[src/rtl/seg7_pkg.sv]
`default_nettype none
// ============================================================================
// Module      : seg7_pkg
// Description : Shared types, segment codes and helpers for the 7-segment
//               display slice.
// Revision    : 1.0 - initial release
// ============================================================================
package seg7_pkg;

    typedef enum logic [1:0] {
        IDLE  = 2'd0,
        SHIFT = 2'd1,
        DONE  = 2'd2
    } conv_state_t;

    // Active-low segment codes, bit order {g,f,e,d,c,b,a}
    localparam logic [6:0] c_seg_0     = 7'b1000000;
    localparam logic [6:0] c_seg_1     = 7'b1111001;
    localparam logic [6:0] c_seg_2     = 7'b0100100;
    localparam logic [6:0] c_seg_3     = 7'b0110000;
    localparam logic [6:0] c_seg_4     = 7'b0011001;
    localparam logic [6:0] c_seg_5     = 7'b0010010;
    localparam logic [6:0] c_seg_6     = 7'b0000010;
    localparam logic [6:0] c_seg_7     = 7'b1111000;
    localparam logic [6:0] c_seg_8     = 7'b0000000;
    localparam logic [6:0] c_seg_9     = 7'b0010000;
    localparam logic [6:0] c_seg_blank = 7'b1111111;

    // True when every DATA_WIDTH-bit value fits in num_digits decimal digits
    function automatic logic digits_fit(input int data_width, input int num_digits);
        longint max_bin;
        longint max_dec;
        max_bin = (longint'(1) << data_width) - 1;
        max_dec = 1;
        for (int i = 0; i < num_digits; i++) begin
            max_dec = max_dec * 10;
        end
        return (max_bin <= max_dec - 1);
    endfunction

    function automatic logic [6:0] seg_decode(input logic [3:0] digit);
        case (digit)
            4'd0:    return c_seg_0;
            4'd1:    return c_seg_1;
            4'd2:    return c_seg_2;
            4'd3:    return c_seg_3;
            4'd4:    return c_seg_4;
            4'd5:    return c_seg_5;
            4'd6:    return c_seg_6;
            4'd7:    return c_seg_7;
            4'd8:    return c_seg_8;
            4'd9:    return c_seg_9;
            default: return c_seg_blank;
        endcase
    endfunction

endpackage
`default_nettype wire

[src/rtl/bin2bcd.sv]
`default_nettype none
// ============================================================================
// Module      : bin2bcd
// Description : Sequential shift-add-3 binary to BCD converter; restarts
//               whenever the input differs from the last converted value.
// Revision    : 1.0 - initial release
// ============================================================================
module bin2bcd
    import seg7_pkg::*;
#(
    parameter int DATA_WIDTH = 8,
    parameter int NUM_DIGITS = 3
) (
    input  logic                    clk_i,
    input  logic                    rstn_i,
    input  logic [DATA_WIDTH-1:0]   bin_i,
    output logic [4*NUM_DIGITS-1:0] bcd_o,
    output logic                    busy_o
);

    localparam int c_work_w = 4 * NUM_DIGITS;
    localparam int c_cnt_w  = $clog2(DATA_WIDTH + 1);

    conv_state_t           r_state;
    logic [DATA_WIDTH-1:0] r_last;
    logic [DATA_WIDTH-1:0] r_bin;
    logic [c_work_w-1:0]   r_work;
    logic [c_work_w-1:0]   r_bcd;
    logic [c_cnt_w-1:0]    r_cnt;
    logic                  r_busy;
    logic [c_work_w-1:0]   w_adj;

    always_comb begin
        w_adj = r_work;
        for (int i = 0; i < NUM_DIGITS; i++) begin
            if (r_work[4*i +: 4] >= 4'd5) begin
                w_adj[4*i +: 4] = r_work[4*i +: 4] + 4'd3;
            end
        end
    end

    always_ff @(posedge clk_i or negedge rstn_i) begin
        if (!rstn_i) begin
            r_state <= IDLE;
            r_last  <= '0;
            r_bin   <= '0;
            r_work  <= '0;
            r_bcd   <= '0;
            r_cnt   <= '0;
            r_busy  <= 1'b0;
        end else begin
            case (r_state)
                IDLE: begin
                    if (bin_i != r_last) begin
                        r_bin   <= bin_i;
                        r_last  <= bin_i;
                        r_work  <= '0;
                        r_cnt   <= c_cnt_w'(DATA_WIDTH);
                        r_busy  <= 1'b1;
                        r_state <= SHIFT;
                    end
                end
                SHIFT: begin
                    r_work <= {w_adj[c_work_w-2:0], r_bin[DATA_WIDTH-1]};
                    r_bin  <= r_bin << 1;
                    r_cnt  <= r_cnt - c_cnt_w'(1);
                    if (r_cnt == c_cnt_w'(1)) begin
                        r_state <= DONE;
                    end
                end
                DONE: begin
                    r_bcd   <= r_work;
                    r_busy  <= 1'b0;
                    r_state <= IDLE;
                end
                default: begin
                    r_busy  <= 1'b0;
                    r_state <= IDLE;
                end
            endcase
        end
    end

    assign bcd_o  = r_bcd;
    assign busy_o = r_busy;

endmodule
`default_nettype wire

[src/rtl/seg7_display.sv]
`default_nettype none
// ============================================================================
// Module      : seg7_display
// Description : Multiplexed decimal display: binary-to-BCD conversion,
//               digit scanning, leading-zero blanking and segment decode.
// Revision    : 1.0 - initial release
// ============================================================================
module seg7_display
    import seg7_pkg::*;
#(
    parameter int DATA_WIDTH  = 8,
    parameter int NUM_DIGITS  = 3,
    parameter int REFRESH_DIV = 100000,
    parameter int BLANK_LZ    = 1
) (
    input  logic                  clk_i,
    input  logic                  rstn_i,
    input  logic [DATA_WIDTH-1:0] data_i,
    output logic [6:0]            seg_o,
    output logic [NUM_DIGITS-1:0] an_o,
    output logic                  busy_o
);

    localparam int c_ref_w = (REFRESH_DIV > 1) ? $clog2(REFRESH_DIV) : 1;
    localparam int c_idx_w = (NUM_DIGITS > 1) ? $clog2(NUM_DIGITS) : 1;

    if (!digits_fit(DATA_WIDTH, NUM_DIGITS)) begin : g_digit_check
        $error("seg7_display: NUM_DIGITS too small for DATA_WIDTH");
    end

    logic [4*NUM_DIGITS-1:0] w_bcd;
    logic [NUM_DIGITS-1:0]   w_blank;
    logic                    w_zero_above;
    logic [3:0]              w_nib;
    logic                    w_cur_blank;
    logic [c_ref_w-1:0]      r_refresh;
    logic [c_idx_w-1:0]      r_idx;
    logic [6:0]              r_seg;
    logic [NUM_DIGITS-1:0]   r_an;

    bin2bcd #(
        .DATA_WIDTH (DATA_WIDTH),
        .NUM_DIGITS (NUM_DIGITS)
    ) u_bin2bcd (
        .clk_i  (clk_i),
        .rstn_i (rstn_i),
        .bin_i  (data_i),
        .bcd_o  (w_bcd),
        .busy_o (busy_o)
    );

    // A digit is blank only when it and everything above it are zero
    always_comb begin
        w_blank      = '0;
        w_zero_above = 1'b1;
        for (int i = NUM_DIGITS - 1; i >= 1; i--) begin
            w_zero_above = w_zero_above & (w_bcd[4*i +: 4] == 4'd0);
            w_blank[i]   = (BLANK_LZ != 0) && w_zero_above;
        end
    end

    always_comb begin
        w_nib       = 4'd0;
        w_cur_blank = 1'b0;
        for (int i = 0; i < NUM_DIGITS; i++) begin
            if (r_idx == c_idx_w'(i)) begin
                w_nib       = w_bcd[4*i +: 4];
                w_cur_blank = w_blank[i];
            end
        end
    end

    always_ff @(posedge clk_i or negedge rstn_i) begin
        if (!rstn_i) begin
            r_refresh <= '0;
            r_idx     <= '0;
            r_seg     <= '1;
            r_an      <= '1;
        end else begin
            if (r_refresh == c_ref_w'(REFRESH_DIV - 1)) begin
                r_refresh <= '0;
                if (r_idx == c_idx_w'(NUM_DIGITS - 1)) begin
                    r_idx <= '0;
                end else begin
                    r_idx <= r_idx + c_idx_w'(1);
                end
            end else begin
                r_refresh <= r_refresh + c_ref_w'(1);
            end
            r_an  <= ~(NUM_DIGITS'(1) << r_idx);
            r_seg <= w_cur_blank ? c_seg_blank : seg_decode(w_nib);
        end
    end

    assign seg_o = r_seg;
    assign an_o  = r_an;

endmodule
`default_nettype wire

[config.mk]
export PLATFORM = sky130hd
export DESIGN_NAME = seg7_display
export DESIGN_NICKNAME = d
export VERILOG_FILES = /design/src/rtl/seg7_pkg.sv /design/src/rtl/bin2bcd.sv /design/src/rtl/seg7_display.sv
export SDC_FILE = /design/constraint.sdc
export NUM_CORES = 1
export LEC_CHECK = 0
export CAP_MARGIN = 10
export CORE_MARGIN = 4
export CORE_UTILIZATION = 42
export CTS_CLUSTER_SIZE = 16
export DETAILED_ROUTE_END_ITERATION = 12
export SLEW_MARGIN = 0
export SYNTH_ARGS = -nofsm -noshare
export SYNTH_HDL_FRONTEND = slang
export SYNTH_SLANG_ARGS = --single-unit
[constraint.sdc]
create_clock -name clk_i -period 2.4 [get_ports clk_i]
set_input_delay 0.36 -clock clk_i [delete_from_list [all_inputs] [get_ports clk_i]]
set_output_delay 0.36 -clock clk_i [all_outputs]
set_load 0.05 [all_outputs]
==> Word level (Yosys, flattened, before mapping) <==
Memory sizes are Yosys's and may differ from the RTL's.
Cells that the tools add are included.
Widths: inputs -> output; s select.
{ "word_totals": {"reg_bits": 76, "latch_bits": 0, "ram_bits": 0, "romBits": 112, "inputBits": 10, "elab_cells": 65, "n_memories": 1} }
{ "op_classes": {"add_sub_neg": 6, "mul": 0, "div_mod_pow": 0, "n_lt_le_gt_ge": 3, "eq_ne": 9, "shift": 1, "mux": 22, "bitwise": 3, "reduce_logical": 9} }
{ "mem_list": {"columns": ["memory", "words", "width", "read_ports", "rd_clocked_by_memory_dff", "wr", "line_no", "source"], "rows": [
  ["(name not given)", 16, 7, 1, 0, 0, "seg7_pkg.sv:42", "case (digit)"]
]} }
{ "ops": {"columns": ["cell", "n"], "rows": [
  ["$mux 4", 6],
  ["$pmux 12 s2", 1],
  ["$add 17x1->17 const B", 1],
  ["$eq 17x17->1 const B", 1],
  ["$mux 17", 1],
  ["$pmux 8 s2", 1],
  ["$ge 4x3->1 const B", 3],
  ["$mux 12", 1],
  ["$add 4x2->4 const B", 2],
  ["$logic_not 4->1", 2],
  ["$mux 8", 1],
  ["$ne 8x8->1", 1],
  ["$pmux 4 s2", 1],
  ["$reduce_and 2->1", 4],
  ["$mux 7", 1],
  ["$mux 2", 3],
  ["$eq 2x1->1 const B", 2],
  ["$eq 2x2->1 const B", 2],
  ["$eq 4x1->1 const B", 1],
  ["$logic_not 2->1", 2],
  ["$ne 2x1->1 const B", 2],
  ["$pmux 2 s2", 1],
  ["$sub 4x1->4 const B", 1],
  ["$add 3x2->3 const B", 1],
  ["9 further kinds", 11]
]} }

==> Logic depth before layout (Yosys ltp) <==
Gate-level depths: netlist of the first run.
An unclocked memory read counts as a cell.
{ "logic_depth": {"word_depth": 6, "mapped_depth": 8, "depth_no_buf": 6} }

==> Modules after synthesis <==
A second synthesis of the first run with hierarchy kept.
{ "unflattened": {"cells_unflattened": 320, "hier_area_um2": 3681.0} }
{ "by_module_without_submodules": {"columns": ["module", "n_inst", "cells_per_inst", "area_per_inst_um2", "seq_area_each_um2"], "rows": [
  ["bin2bcd", 1, 186, 2212.1, 1176.1],
  ["seg7_display", 1, 134, 1468.9, 738.2]
]} }

==> Least setup slack after synthesis of the first run <==
No wires, ideal clock.
{ "synth_path": {"path_kind": "reg-to-reg", "from": "register r_idx[1]", "to": "register r_seg[3] (netlist: seg_o[3])", "setup_time_ps": 85, "arrival_ps": 1743, "t_required_ps": 2315, "slack_ps": 573, "stages_incl_launch_ff": 9, "path_buffers": 2, "period_less_slack_ps": 1827, "path_cell_list": "dfrtp_1 -> buf_2 -> nor2b_4 -> buf_6 -> a2bb2oi_1 -> inv_1 -> ha_1 -> a21o_1 -> o2111ai_1"} }
{ "synth_between": {"elab_chain_len": 6} }
{ "synth_lines": {"columns": ["element", "line_no", "source"], "rows": [
  ["start: declaration", "seg7_display.sv:37", "logic [c_idx_w-1:0] r_idx;"],
  ["start signal: assignment", "seg7_display.sv:85", "r_idx <= r_idx + c_idx_w'(1);"],
  ["$logic_not 2->1", "seg7_display.sv:66", "if (r_idx == c_idx_w'(i)) begin"],
  ["$mux 4 (3 in a row)", "seg7_display.sv:66", null],
  ["$mem_v2 16x7", null, null],
  ["$mux 7 (*)", "seg7_display.sv:91", "r_seg <= w_cur_blank ? c_seg_blank : seg_decode(w_nib);"],
  ["end signal: assignment", "seg7_display.sv:91", null],
  ["end: declaration", "seg7_display.sv:38", "logic [6:0] r_seg;"]
]} }
Mark *: on every way between the ends. The rest lies on a longest branch, timed or not.
A chain may end at the register's enable or synchronous reset.

==> Worst setup path in the final report of the first run <==
{ "layout_path": {"from": "register r_an[1] (netlist: an_o[1])", "to": "output port an_o[1]"} }
{ "layout_rtl": {"columns": ["element", "line_no", "source"], "rows": [
  ["start: declaration", "seg7_display.sv:39", "logic [NUM_DIGITS-1:0] r_an;"],
  ["start signal: assignment", "seg7_display.sv:90", "r_an <= ~(NUM_DIGITS'(1) << r_idx);"],
  ["end: declaration", "seg7_display.sv:20", "output logic [NUM_DIGITS-1:0] an_o,"]
]} }
No word-level cell between the ends.

==> results of run 1 <==
-- state kept, by name (all words and copies together) (netlist names) --
signal             flops
r_refresh             17
u_bin2bcd.bcd_o       12
u_bin2bcd.r_work      12
u_bin2bcd.r_bin        8
u_bin2bcd.r_last       8
seg_o                  7
u_bin2bcd.r_cnt        4
an_o                   3
r_idx                  2
u_bin2bcd.r_state      2
u_bin2bcd.busy_o       1
-- cell type report --
type	count	area, sq um
inverters	16	60.1
clock buffers	13	139
fillers	759	4150
flip-flops and latches	76	1910
clock inverters	3	40.0
well taps	105	131
multi-input cells	216	1610
repair buffers	31	295
-- cell usage after synthesis, types with 2 or more instances --
| master | count |
|---|---|
| a21o_1 | 2 |
| a21oi_1 | 8 |
| a221o_1 | 7 |
| a22oi_1 | 2 |
| a2bb2oi_1 | 4 |
| a311o_1 | 3 |
| a31o_2 | 2 |
| and2_1 | 8 |
| and3_1 | 3 |
| buf_2 | 2 |
| buf_6 | 3 |
| clkbuf_1 | 6 |
| dfrtp_1 | 66 |
| dfstp_2 | 10 |
| ha_1 | 10 |
| inv_1 | 16 |
| mux2_2 | 18 |
| mux2i_1 | 7 |
| nand2_1 | 25 |
| nand2b_1 | 5 |
| nand3_1 | 5 |
| nand4_1 | 7 |
| nor2_1 | 13 |
| nor3_1 | 5 |
| nor4_1 | 2 |
| nor4b_1 | 3 |
| o21ai_0 | 17 |
| o22ai_1 | 7 |
| o2bb2ai_1 | 2 |
| o32ai_1 | 2 |
| xnor2_1 | 21 |
| xor2_1 | 5 |
-- power by group through the flow --
stage	Clock [uW]	Sequential [uW]	Combinational [uW]
floorplan	0	2150	1230
global placement	0	2010	1850
detailed placement	0	2010	1880
CTS	957	2000	1890
global route	1010	2060	2070
finish	911	2000	1870
-- routing by layer --
metal / share of wire [%] / up-vias
li1: - / 1209
met1: 50 / 1170
met2: 46 / 27
met3: 2.8 / 12
met4: 1.8 / 0
met5: 0 / -
-- cells in the final DEF (no fill, tap or decap), drive strengths merged, types with 3 or more instances in the layout --
cell / synthesis / routed
dfrtp: 66 / 66
nand2: 25 / 25
xnor2: 21 / 21
clkdlybuf4s50: 0 / 19
mux2: 18 / 18
o21ai: 18 / 18
inv: 16 / 16
nor2: 13 / 13
clkbuf: 6 / 13
buf: 6 / 11
ha: 10 / 10
dfstp: 10 / 10
a21oi: 8 / 8
and2: 8 / 8
mux2i: 7 / 7
nand4: 7 / 7
a221o: 7 / 7
o22ai: 7 / 7
nand3: 6 / 6
nor3: 5 / 5
nand2b: 5 / 5
xor2: 5 / 5
a2bb2oi: 4 / 4
nor4b: 3 / 3
and3: 3 / 3
a311o: 3 / 3
nor4: 3 / 3
-- repair_timing --
action | 4_1_cts | 5_1_grt
hold endpoints to repair | 32 | 0
hold buffers | 1 | 0
gates resized for setup | 0 | 0
-- worst max path at each step --
stage	from	end	slack [ps]	cells after the start
after floorplan	r_idx[1]$_DFFE_PN0N_	seg_o[3]$_DFF_PN1_	570	8
after global placement	data_i[0]	u_bin2bcd.r_bin[7]$_DFFE_PN0P_	260	5
after detailed placement	data_i[3]	u_bin2bcd.r_bin[3]$_DFFE_PN0P_	210	5
after CTS	an_o[1]$_DFF_PN1_	an_o[1]	360	1
after global routing	r_idx[0]$_DFFE_PN0N_	seg_o[3]$_DFF_PN1_	240	6
final	an_o[1]$_DFF_PN1_	an_o[1]	390	1
-- metrics by stage --
stage | hold slack (ps) | util (%) | std cells | total power (uW)
after floorplan | 64.4 | - | 320 | 3390
after global placement | 334 | 48.0 | 443 | 3860
after detailed placement | 339 | 48.0 | 443 | 3900
after CTS | 493 | 50.2 | 460 | 4840
after global routing | 508 | 50.2 | 460 | 5140
final | 488 | 50.2 | 460 | 4770
-- cell families (layout without fill, tap and decap cells) --
logic type / Yosys count / in the layout / share of synthesized area, %
DFF: 76 / 76 / 52.3
buffers and inverters: 28 / 63 / 3.66
adders and majority gates: 10 / 10 / 3.42
xor gates and xnor gates: 26 / 26 / 6.22
AOI/OAI and AO/OA: 65 / 65 / 12.8
muxes: 25 / 25 / 7.46
and+or+nand+nor: 90 / 90 / 14.1
==> summary.txt, run 1 <==
Run status
  • Run status: completed

Floorplanning
  • Die width: 101 um
  • Core Area: 8340 sq um
  • Die Span Y: 101 um
  • Starting density of the core: 43.9%
  • Cell Rows: 33
  • Io pins: 21
  • Die ar.: 10300 sq um

Synthesis
  • Top cells by area, synth: dfrtp_1 45%, dfstp_2 7.2%, mux2_2 5.5%
  • Yosys cell types: 56
  • Post-synthesis register bit count: 76
  • Post-synth top area cell: dfrtp_1
  • Number of flops mapped to enable cells by yosys: 0
  • Area fraction of the dominant cell type after synthesis: 45.1%
  • Synth async-reset ratio: 100%
  • Warnings, synthesis: 0
  • Cell Area, Synth: 3660 sq um
  • Syn Nets: 340
  • Main flop type after synthesis: dfrtp_1
  • Mean Syn Cell Area: 11.4 sq um
  • Post-synthesis cell count: 320
  • Register area share after synthesis: 52.3%

Routing
  • Starting DRC count in detailed routing: 37
  • Vias: 2418
  • Mean routed wirelength per cell: 14.0 um
  • Vias/cell: 5.26
  • DR DRC count: 0
  • Routed Antenna Nets: 0
  • Final wirelength: 6420 um
  • Drt first pass iters: 4

Pwr
  • Peak supply drop: 0.551 mV
  • P_sw: 1700 uW
  • Seq pwr share: 41.8%
  • Clock power frac: 19.1%
  • Cell internal pwr: 3070 uW
  • Leakage: 0.00179 uW
  • PD cells: 1140 nW/um^2
  • Logic pwr share: 39.1%
  • Sw Share: 35.7%

STA
  • RSZ-0062 raised after global routing: no
  • Final Skew: 9.15 ps
  • Final Max Tran Viols: 0
  • Worst-Margin Slew: 641 ps
  • Achievable Freq: 0.498 GHz
  • Worst rel slew slack: 57.2%
  • Setup violators final: 0
  • Setup ws final: 391 ps
  • Crit share post-route: 83.7%
  • Final Hold Viols: 0
  • TNS Setup: 0 ps
  • Fin crit period: 2010 ps

Critical path
  • FF-to-FF path depth: 6
  • Critical path's slowest cell: clkdlybuf4s50_1
  • Crit path max fanout: 1
  • Critical path required time: 2040 ps
  • R2R Setup Slk: 430 ps
  • Worst-path cell chain: clkdlybuf4s50_1
  • Largest stage delay on the critical path: 790 ps
  • R2R Path End: seg_o[3]$_DFF_PN1_
  • Family with the most delay on the worst path: buffers and inverters
  • CP Buf/Inv Count: 1
  • Worst r2r src: r_idx[0]$_DFFE_PN0N_
  • Worst Setup End Kind: output pin
  • Type of origin of the critical path: flop
  • Critical path type: reg2out
  • WP data arrival: 1650 ps

Global route
  • M3 GR Usage: 2.69%
  • Total GRT Usage: 14.0%
  • Grt peak-use layer: met2
  • Antenna violations before repair: 0
  • Total grt overflow: 0
  • Largest net degree at the start of global routing: 45
  • Vias in the first global route: 2427
  • First-pass GRT wire length: 11400 um
  • Met2 usage in global routing: 22.3%
  • M1 GR Usage: 18.6%

Place
  • DP HPWL: 4500 um
  • # port buffers: 20
  • Placed instance area: 4000 sq um
  • Post-Place Worst Slack: 208 ps
  • Placer congestion estimate: 0.853

CTS
  • H-tree depth: 3
  • CTS Sinks: 76
  • Postcts setup bufs: 0
  • Clock Tree Buf Depth: 2
  • Worst-path clk slew: 80 ps
  • CTS root buffer: clkbuf_8
  • Clock latency at the later pin of the worst-skew pair: 340 ps
  • Cts bufs inserted: 9
  • CTS tree: yes

Finish
  • Final instance area: 4190 sq um
  • Fraction of layout instances using a drive strength above 1: 17.5%
  • Layout area overhead: 14.5%
  • Diodes inserted: 0
  • Layout Nets: 370

Min path
  • Hold crit path type: in2async

Job
  • MaxCap Viol Count: 0
Power figures use the tool's default switching activity.
==> run 2, diff against run 1 <==
Clock period 2.4 ns to 1.6 ns, I/O delays scaled along.
==> run 2 against run 1 <==
  * The run now ends with negative setup slack left
  * Worst setup slack got worse by 470 ps
  * Cell area rose by 17%
  * Via count rose by 12%
  * Hold slack got worse by 140 ps
  * Sequential cell count did not move
  * Clock power rose by 34%
  * Count of clock-buffer cells in the layout rose by 2
  * Critical path depth rose by 3
  * Critical endpoint is now r_refresh[1]$_DFF_PN0_
  * Largest cell class unchanged
==> summary.txt, run 2 (synthesized netlist as in run 1, its figures left out) <==
Run status
  • Run status: complete, but fails checks
  • Failing checks: negative setup slack

Place
  • Placed instance area: 4460 sq um (+11%)
  • # port buffers: 20 (unchanged)
  • DP HPWL: 5060 um (+12%)
  • Cells after DPL: 483 (+9.0%)
  • Placer congestion estimate: 0.873 (+2.3%)

STA
  • RSZ-0062 raised after global routing: yes
  • Final Skew: 9.34 ps (+0.190 ps)
  • Worst rel slew slack: 65.4% (+8.2 points)
  • Fin crit period: 1670 ps
  • Worst-Margin Slew: 519 ps (-123 ps)
  • Achievable Freq: 0.597 GHz
  • Setup violators final: 14 (+14)
  • Final Max Tran Viols: 0 (unchanged)
  • Setup ws final: -74.3 ps (-466 ps)
  • Final Hold Viols: 0 (unchanged)
  • Crit share post-route: 105%

Critical path
  • FF-to-FF path depth: 4 (-2)
  • Critical path type: reg2reg
  • Worst Setup End Kind: flop
  • Family with the most delay on the worst path: simple AND/OR/NAND/NOR gates
  • Type of origin of the critical path: flop
  • CP Buf/Inv Count: 1 (unchanged)
  • Worst r2r src: r_refresh[14]$_DFF_PN0_
  • Crit path max fanout: 3 (+2)
  • CP Launch Point: r_refresh[14]$_DFF_PN0_
  • Critical path's slowest cell: or4b_4
  • Critical Path Stages: 4 (+3)
  • Critical path required time: 1830 ps (-210 ps)
  • Largest stage delay on the critical path: 560 ps (-230 ps)
  • WP data arrival: 1910 ps (+260 ps)
  • Worst-path cell chain: or4b_4 -> nor4_4 -> buf_4 -> and2b_2

CTS
  • Clock Tree Buf Depth: 2 (unchanged)
  • Clock latency at the later pin of the worst-skew pair: 340 ps (about the same)
  • H-tree depth: 3 (unchanged)
  • Cts bufs inserted: 9 (unchanged)
  • Worst-path clk slew: 80 ps (about the same)
  • CTS Sinks: 76 (unchanged)
  • CTS root buffer: clkbuf_8
  • CTS tree: yes

Finish
  • Final instance area: 4920 sq um (+17%)
  • Fill cells: 684 (-9.9%)
  • Most frequent cells in the layout: 65 x dfrtp_1, 51 x buf_4, 25 x nand2_1, 19 x xnor2_1, 13 x buf_12
  • Sequential cell area: 1920 sq um (about the same)
  • Fraction of layout instances using a drive strength above 1: 37.9% (+20 points)
  • Layout Nets: 419 (+13%)
  • Largest register FFs: 17 (unchanged)
  • Post-layout util: 59.0% (+8.7 points)
  • Fin cells: 509 (+11%)
  • Diodes inserted: 0 (unchanged)
  • Reg with most FFs: r_refresh
  • Layout area overhead: 34.4%
  • Most common cell after layout, fill and taps aside: dfrtp_1
  • Multi-input logic area: 1850 sq um (+15%)

Floorplanning
  • Die width: 101 um (unchanged)
  • Cell Rows: 33 (unchanged)
  • Starting density of the core: 43.9% (unchanged)
  • Die Span Y: 101 um (unchanged)
  • Die ar.: 10300 sq um (unchanged)
  • Io pins: 21 (unchanged)
  • Core Area: 8340 sq um (unchanged)

Min path
  • Hold crit path type: in2async

Routing
  • Starting DRC count in detailed routing: 82 (+120%)
  • Routed Antenna Nets: 0 (unchanged)
  • Final wirelength: 7470 um (+16%)
  • Mean routed wirelength per cell: 14.7 um (+5.2%)
  • Vias/cell: 5.30 (+0.84%)
  • Vias: 2698 (+12%)
  • Drt first pass iters: 4 (unchanged)
  • DR DRC count: 0 (unchanged)

Job
  • MaxCap Viol Count: 0 (unchanged)

Global route
  • Total GRT Usage: 14.9% (+0.85 points)
  • Total grt overflow: 0 (unchanged)
  • First-pass GRT wire length: 12200 um (+6.9%)
  • Antenna violations before repair: 0 (unchanged)
  • Vias in the first global route: 2652 (+9.3%)
  • Largest net degree at the start of global routing: 36 (-20%)

Pwr
  • Leakage: 0.00217 uW (+21%)
  • PD cells: 1650 nW/um^2 (+45%)
  • Peak supply drop: 0.968 mV (+76%)
==> run 2: worst reg2reg max path, stage by stage, from the launching register on <==
cell and delay [ps]:
dfrtp_1 380, or4b_4 560, nor4_4 260, buf_4 170, and2b_2 200
==> run 2: stage by stage <==
step	setup slack, ps	hold WS [ps]	total power [uW]	setup TNS [ps]
floorplan	-55.4	-55.6	5110	-55.4
global placement	-303	190	6320	-8640
detailed placement	-377	191	6430	-10080
CTS	-91.5	368	7690	-520
global route	-154	389	8640	-3420
finish	-74.3	350	8110	-482
==> run 2: metal layers <==
layer	vias up	track usage, %	share of wire (%)
met5	-	0	0
li1	1315	-	-
met2	32	24.0	49
met4	0	5.83	1.3
met1	1341	20.1	47
met3	10	2.48	2.7
==> run 2: path summary, 6_finish.rpt <==
path	to	slack, ps
setup / recovery	r_refresh[1]$_DFF_PN0_	-70
hold / removal	r_refresh[11]$_DFF_PN0_	350
setup reg to reg	r_refresh[1]$_DFF_PN0_	-70
hold reg to reg	r_refresh[16]$_DFF_PN0_	480
max in group asynchronous	seg_o[6]$_DFF_PN1_	680
min in group clk_i	r_refresh[16]$_DFF_PN0_	480
==> run 2: area by class of cell <==
class,count,area share [%]
Clock inverter,1,0.102
Timing Repair Buffer,80,16.5
Sequential cell,76,39.0
Multi-Input combinational cell,216,37.6
Clock buffer,15,2.98
Tap cell,105,2.67
Inverter,16,1.22
==> run 2: power breakdown <==
group / leakage [uW] / internal (uW) / switching (uW) / total (uW)
Clock: 0.0000757 / 566 / 653 / 1220
Combinational: 0.00116 / 2030 / 1730 / 3760
Sequential: 0.000934 / 2580 / 547 / 3130
Total: 0.00217 / 5180 / 2930 / 8110
==> run 2: what timing repair did <==
| action | 4_1_cts | 5_1_grt |
|---|---|---|
| pin swaps | 4 | 8 |
| endpoints found under the hold margin | 26 | 0 |
| buffers inserted | 1 | 9 |
| setup endpoints to repair | 34 | 45 |
| gates resized for setup | 3 | 53 |
| hold buffers | 1 | 0 |
